<file path="config.mk">
export PLATFORM = sky130hd
export DESIGN_NAME = rsa_stim_ctrl
export DESIGN_NICKNAME = d
export VERILOG_FILES = /design/src/rtl/rsa_stim_pkg.sv /design/src/rtl/rsa_vector_rom.sv /design/src/rtl/rsa_stim_ctrl.sv
export SDC_FILE = /design/constraint.sdc
export NUM_CORES = 1
export LEC_CHECK = 0
export ABC_AREA = 1
export BUFFER_PORTS_ARGS = -buffer_cell sky130_fd_sc_hd__clkbuf_2
export CAP_MARGIN = 20
export CORE_UTILIZATION = 55
export DETAILED_ROUTE_END_ITERATION = 6
export GPL_TIMING_DRIVEN = 0
export PLACE_DENSITY = 0.86
export SYNTH_ARGS = -nofsm -noshare
export SYNTH_HDL_FRONTEND = slang
export SYNTH_SLANG_ARGS = --single-unit
</file>
<file path="constraint.sdc">
create_clock -name CLK -period 4.1 [get_ports CLK]
set_clock_uncertainty 0.1 [all_clocks]
set_input_delay 0.82 -clock CLK [delete_from_list [all_inputs] [get_ports CLK]]
set_output_delay 0.82 -clock CLK [all_outputs]
set_load 0.03 [all_outputs]
</file>
<file path="src/rtl/rsa_stim_pkg.sv">
// Shared types and constants for the RSA stimulus controller and its vector ROM.
package rsa_stim_pkg;

  typedef enum logic [1:0] {
    ST_IDLE,
    ST_LOADED,
    ST_RUN,
    ST_SHOW
  } state_e;

  typedef enum logic [2:0] {
    EV_NONE,
    EV_CORE_RST,
    EV_ABORT,
    EV_LOAD,
    EV_GO,
    EV_PAGE
  } pb_ev_e;

  localparam int CNT_W    = 32;
  localparam int LED_RUN  = 4;
  localparam int LED_PASS = 5;
  localparam int LED_FAIL = 6;
  localparam int LED_TMO  = 7;

  // Number of 16-bit display pages for a given operand width.
  function automatic int pages_of(input int bits);
    return bits / 16;
  endfunction

  // Coincident button edges resolve by fixed priority; only the winner acts.
  function automatic pb_ev_e pb_decode(input logic [4:0] rise);
    pb_ev_e ev;
    ev = EV_NONE;
    if      (rise[0]) ev = EV_CORE_RST;
    else if (rise[3]) ev = EV_ABORT;
    else if (rise[1]) ev = EV_LOAD;
    else if (rise[2]) ev = EV_GO;
    else if (rise[4]) ev = EV_PAGE;
    return ev;
  endfunction

endpackage

</file>
<file path="src/rtl/rsa_vector_rom.sv">
// Combinational test-vector table: clamped index -> {M, E, N, expected M^E mod N}.
module rsa_vector_rom #(
  parameter int BITS = 64,
  parameter int NVEC = 16
) (
  input  logic [3:0]      idx,
  output logic [3:0]      sel,
  output logic [BITS-1:0] m,
  output logic [BITS-1:0] e,
  output logic [BITS-1:0] n,
  output logic [BITS-1:0] expected
);

  logic [15:0] m16, e16, n16, x16;

  // Eight encrypt/decrypt pairs; indices 8..15 alias onto 0..7.
  always_comb begin
    sel = (int'(idx) >= NVEC) ? 4'(NVEC - 1) : idx;
    m16 = '0;
    e16 = '0;
    n16 = '0;
    x16 = '0;
    case (sel[2:0])
      3'd0: begin m16 = 16'd190;  e16 = 16'd3;    n16 = 16'd1189; x16 = 16'd848;  end
      3'd1: begin m16 = 16'd848;  e16 = 16'd187;  n16 = 16'd1189; x16 = 16'd190;  end
      3'd2: begin m16 = 16'd65;   e16 = 16'd17;   n16 = 16'd3233; x16 = 16'd2790; end
      3'd3: begin m16 = 16'd2790; e16 = 16'd2753; n16 = 16'd3233; x16 = 16'd65;   end
      3'd4: begin m16 = 16'd2;    e16 = 16'd7;    n16 = 16'd143;  x16 = 16'd128;  end
      3'd5: begin m16 = 16'd128;  e16 = 16'd103;  n16 = 16'd143;  x16 = 16'd2;    end
      3'd6: begin m16 = 16'd5;    e16 = 16'd7;    n16 = 16'd143;  x16 = 16'd47;   end
      default: begin m16 = 16'd47; e16 = 16'd103; n16 = 16'd143;  x16 = 16'd5;    end
    endcase
  end

  assign m        = BITS'(m16);
  assign e        = BITS'(e16);
  assign n        = BITS'(n16);
  assign expected = BITS'(x16);

endmodule

</file>
<file path="src/rtl/rsa_stim_ctrl.sv">
// Board-side stimulus controller: loads a stored vector, runs the RSA core with a
// timeout, checks the result and pages it onto the 16-bit display.
module rsa_stim_ctrl
  import rsa_stim_pkg::*;
#(
  parameter int BITS    = 64,
  parameter int NVEC    = 16,
  parameter int TIMEOUT = 2**20
) (
  input  logic            CLK,
  input  logic            RESET,
  input  logic [4:0]      PB,
  input  logic [7:0]      SW,
  output logic            CORE_RST,
  output logic            LOAD,
  output logic            GO,
  output logic [BITS-1:0] M,
  output logic [BITS-1:0] E,
  output logic [BITS-1:0] N,
  input  logic [BITS-1:0] RESULT,
  input  logic            DONE,
  output logic [15:0]     display,
  output logic [7:0]      led
);

  localparam int               PAGES    = pages_of(BITS);
  localparam int               PAGE_W   = (PAGES > 1) ? $clog2(PAGES) : 1;
  localparam logic [CNT_W-1:0] LAST_CNT = CNT_W'(TIMEOUT - 1);

  state_e            state_q, state_d;
  logic [4:0]        pb_q, pb_rise;
  pb_ev_e            ev;
  logic [3:0]        rom_sel, idx_q;
  logic [BITS-1:0]   rom_m, rom_e, rom_n, rom_x;
  logic [BITS-1:0]   expected_q, result_q;
  logic [CNT_W-1:0]  cnt_q;
  logic [PAGE_W-1:0] page_q;
  logic              pass_q, fail_q, tmo_q;
  logic              do_rst, do_load, do_start, do_abort, do_page, do_done, do_tmo;
  logic [15:0]       display_d;
  logic              unused_sw;

  assign unused_sw = ^SW[6:4];
  assign pb_rise   = PB & ~pb_q;
  assign ev        = pb_decode(pb_rise);

  rsa_vector_rom #(
    .BITS (BITS),
    .NVEC (NVEC)
  ) u_rom (
    .idx      (SW[3:0]),
    .sel      (rom_sel),
    .m        (rom_m),
    .e        (rom_e),
    .n        (rom_n),
    .expected (rom_x)
  );

  // NOTE: every signal written here gets a default first; a path that leaves one
  // unassigned would make synthesis infer a latch.
  always_comb begin
    state_d  = state_q;
    do_rst   = 1'b0;
    do_load  = 1'b0;
    do_start = 1'b0;
    do_abort = 1'b0;
    do_page  = 1'b0;
    do_done  = 1'b0;
    do_tmo   = 1'b0;
    case (ev)
      EV_CORE_RST: begin
        do_rst  = 1'b1;
        state_d = ST_IDLE;
      end
      EV_ABORT: if (state_q == ST_RUN) begin
        do_abort = 1'b1;
        state_d  = ST_LOADED;
      end
      EV_LOAD: if (state_q != ST_RUN) begin
        do_load = 1'b1;
        state_d = ST_LOADED;
      end
      EV_GO: if (state_q == ST_LOADED) begin
        do_start = 1'b1;
        state_d  = ST_RUN;
      end
      EV_PAGE: do_page = 1'b1;
      default: ;
    endcase
    // Abort or core reset pre-empts completion; DONE beats the timeout.
    if (state_q == ST_RUN && !do_rst && !do_abort) begin
      if (DONE) begin
        do_done = 1'b1;
        state_d = ST_SHOW;
      end else if (cnt_q == LAST_CNT) begin
        do_tmo  = 1'b1;
        state_d = ST_SHOW;
      end
    end
  end

  always_comb begin
    display_d = '0;
    if (SW[7])                                   display_d = cnt_q[15:0];
    else if (state_q == ST_SHOW)                 display_d = result_q[{page_q, 4'b0000} +: 16];
    else if (state_q inside {ST_LOADED, ST_RUN}) display_d = M[{page_q, 4'b0000} +: 16];
  end

  // NOTE: state is updated with non-blocking assignments so every flop samples
  // pre-edge values regardless of statement order.
  always_ff @(posedge CLK) begin
    pb_q <= PB;
    if (RESET) begin
      state_q    <= ST_IDLE;
      CORE_RST   <= 1'b0;
      LOAD       <= 1'b0;
      GO         <= 1'b0;
      M          <= '0;
      E          <= '0;
      N          <= '0;
      expected_q <= '0;
      result_q   <= '0;
      cnt_q      <= '0;
      page_q     <= '0;
      idx_q      <= '0;
      pass_q     <= 1'b0;
      fail_q     <= 1'b0;
      tmo_q      <= 1'b0;
      display    <= '0;
    end else begin
      state_q  <= state_d;
      CORE_RST <= do_rst;
      LOAD     <= do_load;
      GO       <= (state_d == ST_RUN);
      display  <= display_d;

      if (do_start) begin
        cnt_q    <= '0;
        result_q <= '0;
      end else if (state_q == ST_RUN && cnt_q != '1) begin
        cnt_q <= cnt_q + CNT_W'(1);
      end

      if (do_load) begin
        idx_q      <= rom_sel;
        M          <= rom_m;
        E          <= rom_e;
        N          <= rom_n;
        expected_q <= rom_x;
        result_q   <= '0;
      end

      if (do_rst || do_load || do_start) begin
        pass_q <= 1'b0;
        fail_q <= 1'b0;
        tmo_q  <= 1'b0;
      end

      if (do_rst || do_load)
        page_q <= '0;
      else if (do_page)
        page_q <= (page_q == PAGE_W'(PAGES - 1)) ? '0 : page_q + PAGE_W'(1);

      if (do_done) begin
        result_q <= RESULT;
        pass_q   <= (RESULT == expected_q);
        fail_q   <= (RESULT != expected_q);
      end
      if (do_tmo) tmo_q <= 1'b1;
    end
  end

  always_comb begin
    led           = '0;
    led[3:0]      = idx_q;
    led[LED_RUN]  = GO;
    led[LED_PASS] = pass_q;
    led[LED_FAIL] = fail_q;
    led[LED_TMO]  = tmo_q;
  end

endmodule
</file>
==> flow_summary.ini, run 1 <==
[status]
run_status = finished, final reports clean

[sta]
rsz0062_at_grt = false
clock.fmax_mhz = 391.5
period_share = 0.6230
setup_viol = 0
tns_ns = 0
slew_violations = 0
hold_viol = 0
period_minus_slack_ns = 2.554
fin_ws_ns = 1.546
worst_pin_slew_ns = 0.6702
slew_headroom = 0.5532

[clock_tree]
tritoncts_num_sinks = 164
cts_resized = 0
path_clk_slew_ns = 0.07
clock-root-buffer = clkbuf_16
cts_tree = yes
clk_path_buf_depth = 2
post-cts-setup-buffers = 0
numCtsBuffers = 17
cts_hold_buf = 0
clk_latency_ns = 0.43
htreeDepth = 4

[synth]
yosys-mux-area-fraction = 0
synth_edf_count = 0
yosys_warnings = 0
yosys-top-cells-area = dfxtp_1, nand2_1, buf_4
synth_top_family_by_area = simple AND/OR/NAND/NOR gates
synth.distinct_cells = 40
synth_top_area_share = 0.3659
synth_top_flop_cell = dfxtp_1
syn_inst = 1307
syn_area_um2 = 8972
ys_ff_latch = 164
avgSynthCellArea_um2 = 6.865
synthAdderAreaFrac = 0.01116
synth_compound_area_frac = 0.1328
yosysTopAreaCell = dfxtp_1
synth-seq-area-share = 0.3659
async_flop_share = 0
synth-xor-area-share = 0.02538
yosys.area_share.simple = 0.2553

[final_layout]
final_cell_mix = nand2_1, buf_4, dfxtp_1
num-fill-cells = 1423
area_growth_syn_to_layout_pct = 23.82
layout-drive-gt1-share = 0.2288
final_cell_count_no_fill = 1846
multi_input_area_um2 = 4422
final-seq-area_um2 = 3283
n_antenna_cell = 0
layout.nets = 1706
final_common_cell = nand2_1

[critical_path]
critPathArrivalTime_ns = 2.72
worstPathRequired_ns = 4.27
crit_fanout = 10
cp-end-kind = flip-flop
crit_type = in -> reg
reg2reg_depth = 10
startpoint_type = input pin

[die]
initial_core_util = 0.5648
fp.dieW_um = 129.7
row_count = 46
core_region_area_um2 = 15890
dieArea_um2 = 16830
die_h_um = 129.7
io_pins = 299

[placed_design]
io_buffers = 130
place.gp.congestion = 1.030
pre_cts_slack_ns = 1.209
dp_hpwl_um = 19960
placedCellCount = 1815

[detailed_routing]
routedWlPerCell_um = 13.71
num_vias = 8922
ant_nets = 0
drt_first_pass_iters = 7
via_per_inst = 4.833
drc_errors = 0
drt_iter0_drc = 859
wirelength_um = 25310

[flow_run]
cap_violations = 0

[global_routing]
antenna_found_initial = 0
grt_usage = 0.2994
grt_pass1_vias = 7870
grt_pass1_wl_um = 38630
overflow = 0
grt_max_degree = 17

[pwr]
cellPowerDensity_nw_per_um2 = 350.1
p_leak_nw = 5.171
peakVddDrop_mv = 0.3033

[min_path]
hp-class = reg -> reg
min_path_cells = 2
[registers in the layout, summed over array words and instances, names as in the netlist, 4 cells and up]
signal,cells
E,7
M,11
N,5
cnt_q,32
display,16
expected_q,10
idx_q,4
pb_q,5
result_q,64
[cell usage after synthesis, types with 2 or more instances]
library cell	number
nand2_1	371
buf_4	174
dfxtp_1	164
nor2_1	144
a21oi_1	118
inv_1	79
o21ai_0	59
clkbuf_1	30
nand3_1	29
o22ai_1	18
buf_2	17
xor2_1	17
nand4_1	13
xnor2_1	9
ha_1	8
a31oi_1	7
nor3_1	6
a22oi_1	5
nand2_2	5
inv_2	4
o31ai_1	4
buf_6	3
nor2_2	3
a21oi_2	2
buf_1	2
o211ai_1	2
[cell type report]
class                           count  share of cell area
Tap cell                          216             0.02433
Clock inverter                     11             0.01363
Sequential cell                   164              0.2955
Buffer                            227              0.1404
Multi-Input combinational cell    994              0.3980
Inverter                           84             0.02838
Timing Repair Buffer              130             0.05857
Clock buffer                       20             0.04111
[power by group]
part | switching, mW | leakage [nW] | internal (mW)
clock network | 0.669 | 0.297 | 0.992
registers | 0.0155 | 1.33 | 1.61
logic | 0.408 | 3.55 | 0.190
total | 1.09 | 5.17 | 2.80
[worst paths after layout]
path | startpoint | end | slack, ns
min reg2reg | E[2] | E[2] | 0.35
max | RESET | display[4] | 1.55
max reg2reg | state_q[0] | result_q[58] | 1.74
min | E[2] | E[2] | 0.35
[routing by layer]
metal  wire length, um  vias to the layer above  global-route usage
met1              9780                     3962              0.3620
met4              1102                        0              0.1621
met2             12360                      435              0.5083
met5                 0                        -                   0
met3              2067                       80             0.05166
li1                  -                     4445                   -
[cell families after synthesis]
logic type	count (synthesis)
and+or+nand+nor	576
buffers and inverters	311
AOI/OAI and AO/OA	221
DFF	164
xor gates and xnor gates	26
adders and majority gates	8
other	1
[stage by stage]
stage | total power, mW | cell area (um2) | utilization | hold WS (ns)
after floorplan | 2.136 | 9580 | - | 0.3369
after global placement | 2.242 | 10500 | 0.6611 | 0.3290
after detailed placement | 2.247 | 10500 | 0.6611 | 0.3411
after CTS | 3.882 | 11110 | 0.6994 | 0.3526
after global routing | 4.009 | 11110 | 0.6994 | 0.3694
final | 3.889 | 11110 | 0.6994 | 0.3548
[worst max-delay path, cell delays in order]
cell      delay, ns
clkbuf_2       0.10
clkbuf_1       0.51
clkbuf_1       0.59
clkbuf_1       0.51
a21oi_1        0.19
(Power assumes the default switching activity.)
==> run 2: changes to the inputs <==
--- a/config.mk
+++ b/config.mk
@@ -8,10 +8,10 @@
 export ABC_AREA = 1
 export BUFFER_PORTS_ARGS = -buffer_cell sky130_fd_sc_hd__clkbuf_2
 export CAP_MARGIN = 20
-export CORE_UTILIZATION = 55
+export CORE_UTILIZATION = 46
 export DETAILED_ROUTE_END_ITERATION = 6
 export GPL_TIMING_DRIVEN = 0
-export PLACE_DENSITY = 0.86
+export PLACE_DENSITY = 0.77
 export SYNTH_ARGS = -nofsm -noshare
 export SYNTH_HDL_FRONTEND = slang
 export SYNTH_SLANG_ARGS = --single-unit
==> constraint.sdc (replaced) <==
create_clock -name CLK -period 2.2 [get_ports CLK]
set_clock_uncertainty 0.1 [all_clocks]
set_input_delay 0.44 -clock CLK [delete_from_list [all_inputs] [get_ports CLK]]
set_output_delay 0.44 -clock CLK [all_outputs]
set_load 0.03 [all_outputs]
==> flow_summary.ini, run 2 (synthesized netlist as in run 1, its figures left out) <==
[global_routing]
grt_max_degree = 17
grt_usage = 0.2466
overflow = 0
grt_pass1_vias = 7723
antenna_found_initial = 0
grt_pass1_wl_um = 38390

[clock_tree]
cts_tree = yes
path_clk_slew_ns = 0.07
clock-root-buffer = clkbuf_16
clk_path_buf_depth = 2
tritoncts_num_sinks = 164
numCtsBuffers = 17
htreeDepth = 4
clk_latency_ns = 0.43
cts_hold_buf = 0

[final_layout]
layout-drive-gt1-share = 0.2376
reg.largest.list = result_q x64, cnt_q x32, display x16
final_cell_mix = nand2_1, buf_4, conb_1
area_growth_syn_to_layout_pct = 24.77
layout.nets = 1708
n_antenna_cell = 0
finish.utilization = 0.5925
final_common_cell = nand2_1
largest_reg_flops = 64
top_register = result_q

[sta]
hold_viol = 0
setup_viol = 0
slew_violations = 0
period_minus_slack_ns = 2.075
period_share = 0.9432
clock.fmax_mhz = 481.9
worst_pin_slew_ns = 0.6863
rsz0062_at_grt = false
holdWs_ns = 0.02116
slew_headroom = 0.5425

[detailed_routing]
drc_errors = 0
top_layer_used = met4
routedWlPerCell_um = 13.12
wl_met1_um = 10380
wl_met3_um = 1627
wl_met2_um = 12020
ant_nets = 0
wirelength_um = 24840
drt_iter0_drc = 655
num_vias = 8752
drt_first_pass_iters = 5
via_per_inst = 4.623

[pwr]
cellPowerDensity_nw_per_um2 = 630.6
p_leak_nw = 5.182
peakVddDrop_mv = 0.5167

[critical_path]
reg2reg_depth = 11
crit_slowest_cell = dfxtp_1
rr_endpoint = cnt_q[22]
crit_type = reg -> reg
r2r_slack_ns = 0.13
r2r_start = cnt_q[1]
path_common_cell = nand2_2
startpoint_type = flip-flop
cp-end-kind = flip-flop
worstPathRequired_ns = 2.45
critPathMaxStageDelay_ns = 0.39
crit_start = cnt_q[1]
critPathArrivalTime_ns = 2.32
crit_path_cell_trace = ha_2 -> inv_1 -> nor2_4 -> nand2_2 -> nor2_4 -> nand2_2 -> nand2_2 -> buf_6 -> buf_8 -> nand2_1 -> a21oi_1
crit_fanout = 10

[flow_run]
cap_violations = 0

[status]
run_status = finished, final reports clean

[placed_design]
dp_hpwl_um = 19850
io_buffers = 130
place.gp.congestion = 0.9552

[die]
fp.dieW_um = 141.7
dieArea_um2 = 20070
row_count = 50
die_h_um = 141.7
initial_core_util = 0.4749
core_region_area_um2 = 18890
io_pins = 299

[min_path]
min_path_cells = 1
hp-class = in -> reg
hp-start = PB[4]
hold_path_end = pb_q[4]
[run 2: changes by cell type in the layout (fill, tap and decap cells not counted), moves of 3 or more]
cell	before	now
buf_2	17	14
inv_6	2	5
bufinv_16	3	0
clkbuf_2	130	135
clkbuf_1	31	25
[run 2: worst max path at each step]
stage               slack (ns)           end  cells after the start
floorplan                 0.36     cnt_q[15]                     12
global placement         -0.32    display[7]                      5
detailed placement       -0.31    display[7]                      5
CTS                       0.02  result_q[22]                     10
global route             0.001     cnt_q[22]                     11
finish                    0.13     cnt_q[22]                     11
[run 2: critical path, delay by kind of cell, from the launching register on]
family / cells / cell delay [ns]
compound gates: 1 / 0.18
buf+inv: 3 / 0.38
simple gates: 6 / 0.69
flops: 1 / 0.39
fa+ha+maj: 1 / 0.24
[run 2: metal layers]
| metal | track usage | vias up |
|---|---|---|
| met5 | 0 | - |
| met4 | 0.1070 | 0 |
| met3 | 0.04185 | 53 |
| met2 | 0.4229 | 339 |
| met1 | 0.3039 | 3912 |
| li1 | - | 4448 |
[run 2: timing repair]
item / in CTS / in global routing
resized for setup: 2 / 19
setup buffers: 2 / 0
endpoints found under the setup margin: 71 / 117
pin swaps: 1 / 0
[run 2: final cells by class]
type | instances | area, um2
buffer | 227 | 1574
clock buffer | 20 | 466.7
clock inverter | 12 | 107.6
fill | 1824 | 7699
inverter | 84 | 315.3
multi-input combinational | 994 | 4442
sequential | 164 | 3286
tap | 260 | 325.3
timing repair buffer | 132 | 678.2
[run 2: metrics by stage]
step	setup TNS, ns	std cells	instance area (um2)	setup WS [ns]	power [mW]
after global routing	0	1893	11190	0.001201	7.288
final	0	1893	11190	0.1250	7.059
after detailed placement	-5.786	1859	10560	-0.3071	4.191
after global placement	-4.747	1859	10560	-0.3183	4.184
after floorplan	0	1469	9580	0.3590	3.980
after CTS	0	1893	11160	0.02457	7.058
[run 2: where the power goes]
group	switching, mW	internal [mW]	leakage [nW]
clock	1.33	1.57	0.278
sequential	0.0286	3.01	1.33
combinational	0.757	0.361	3.58
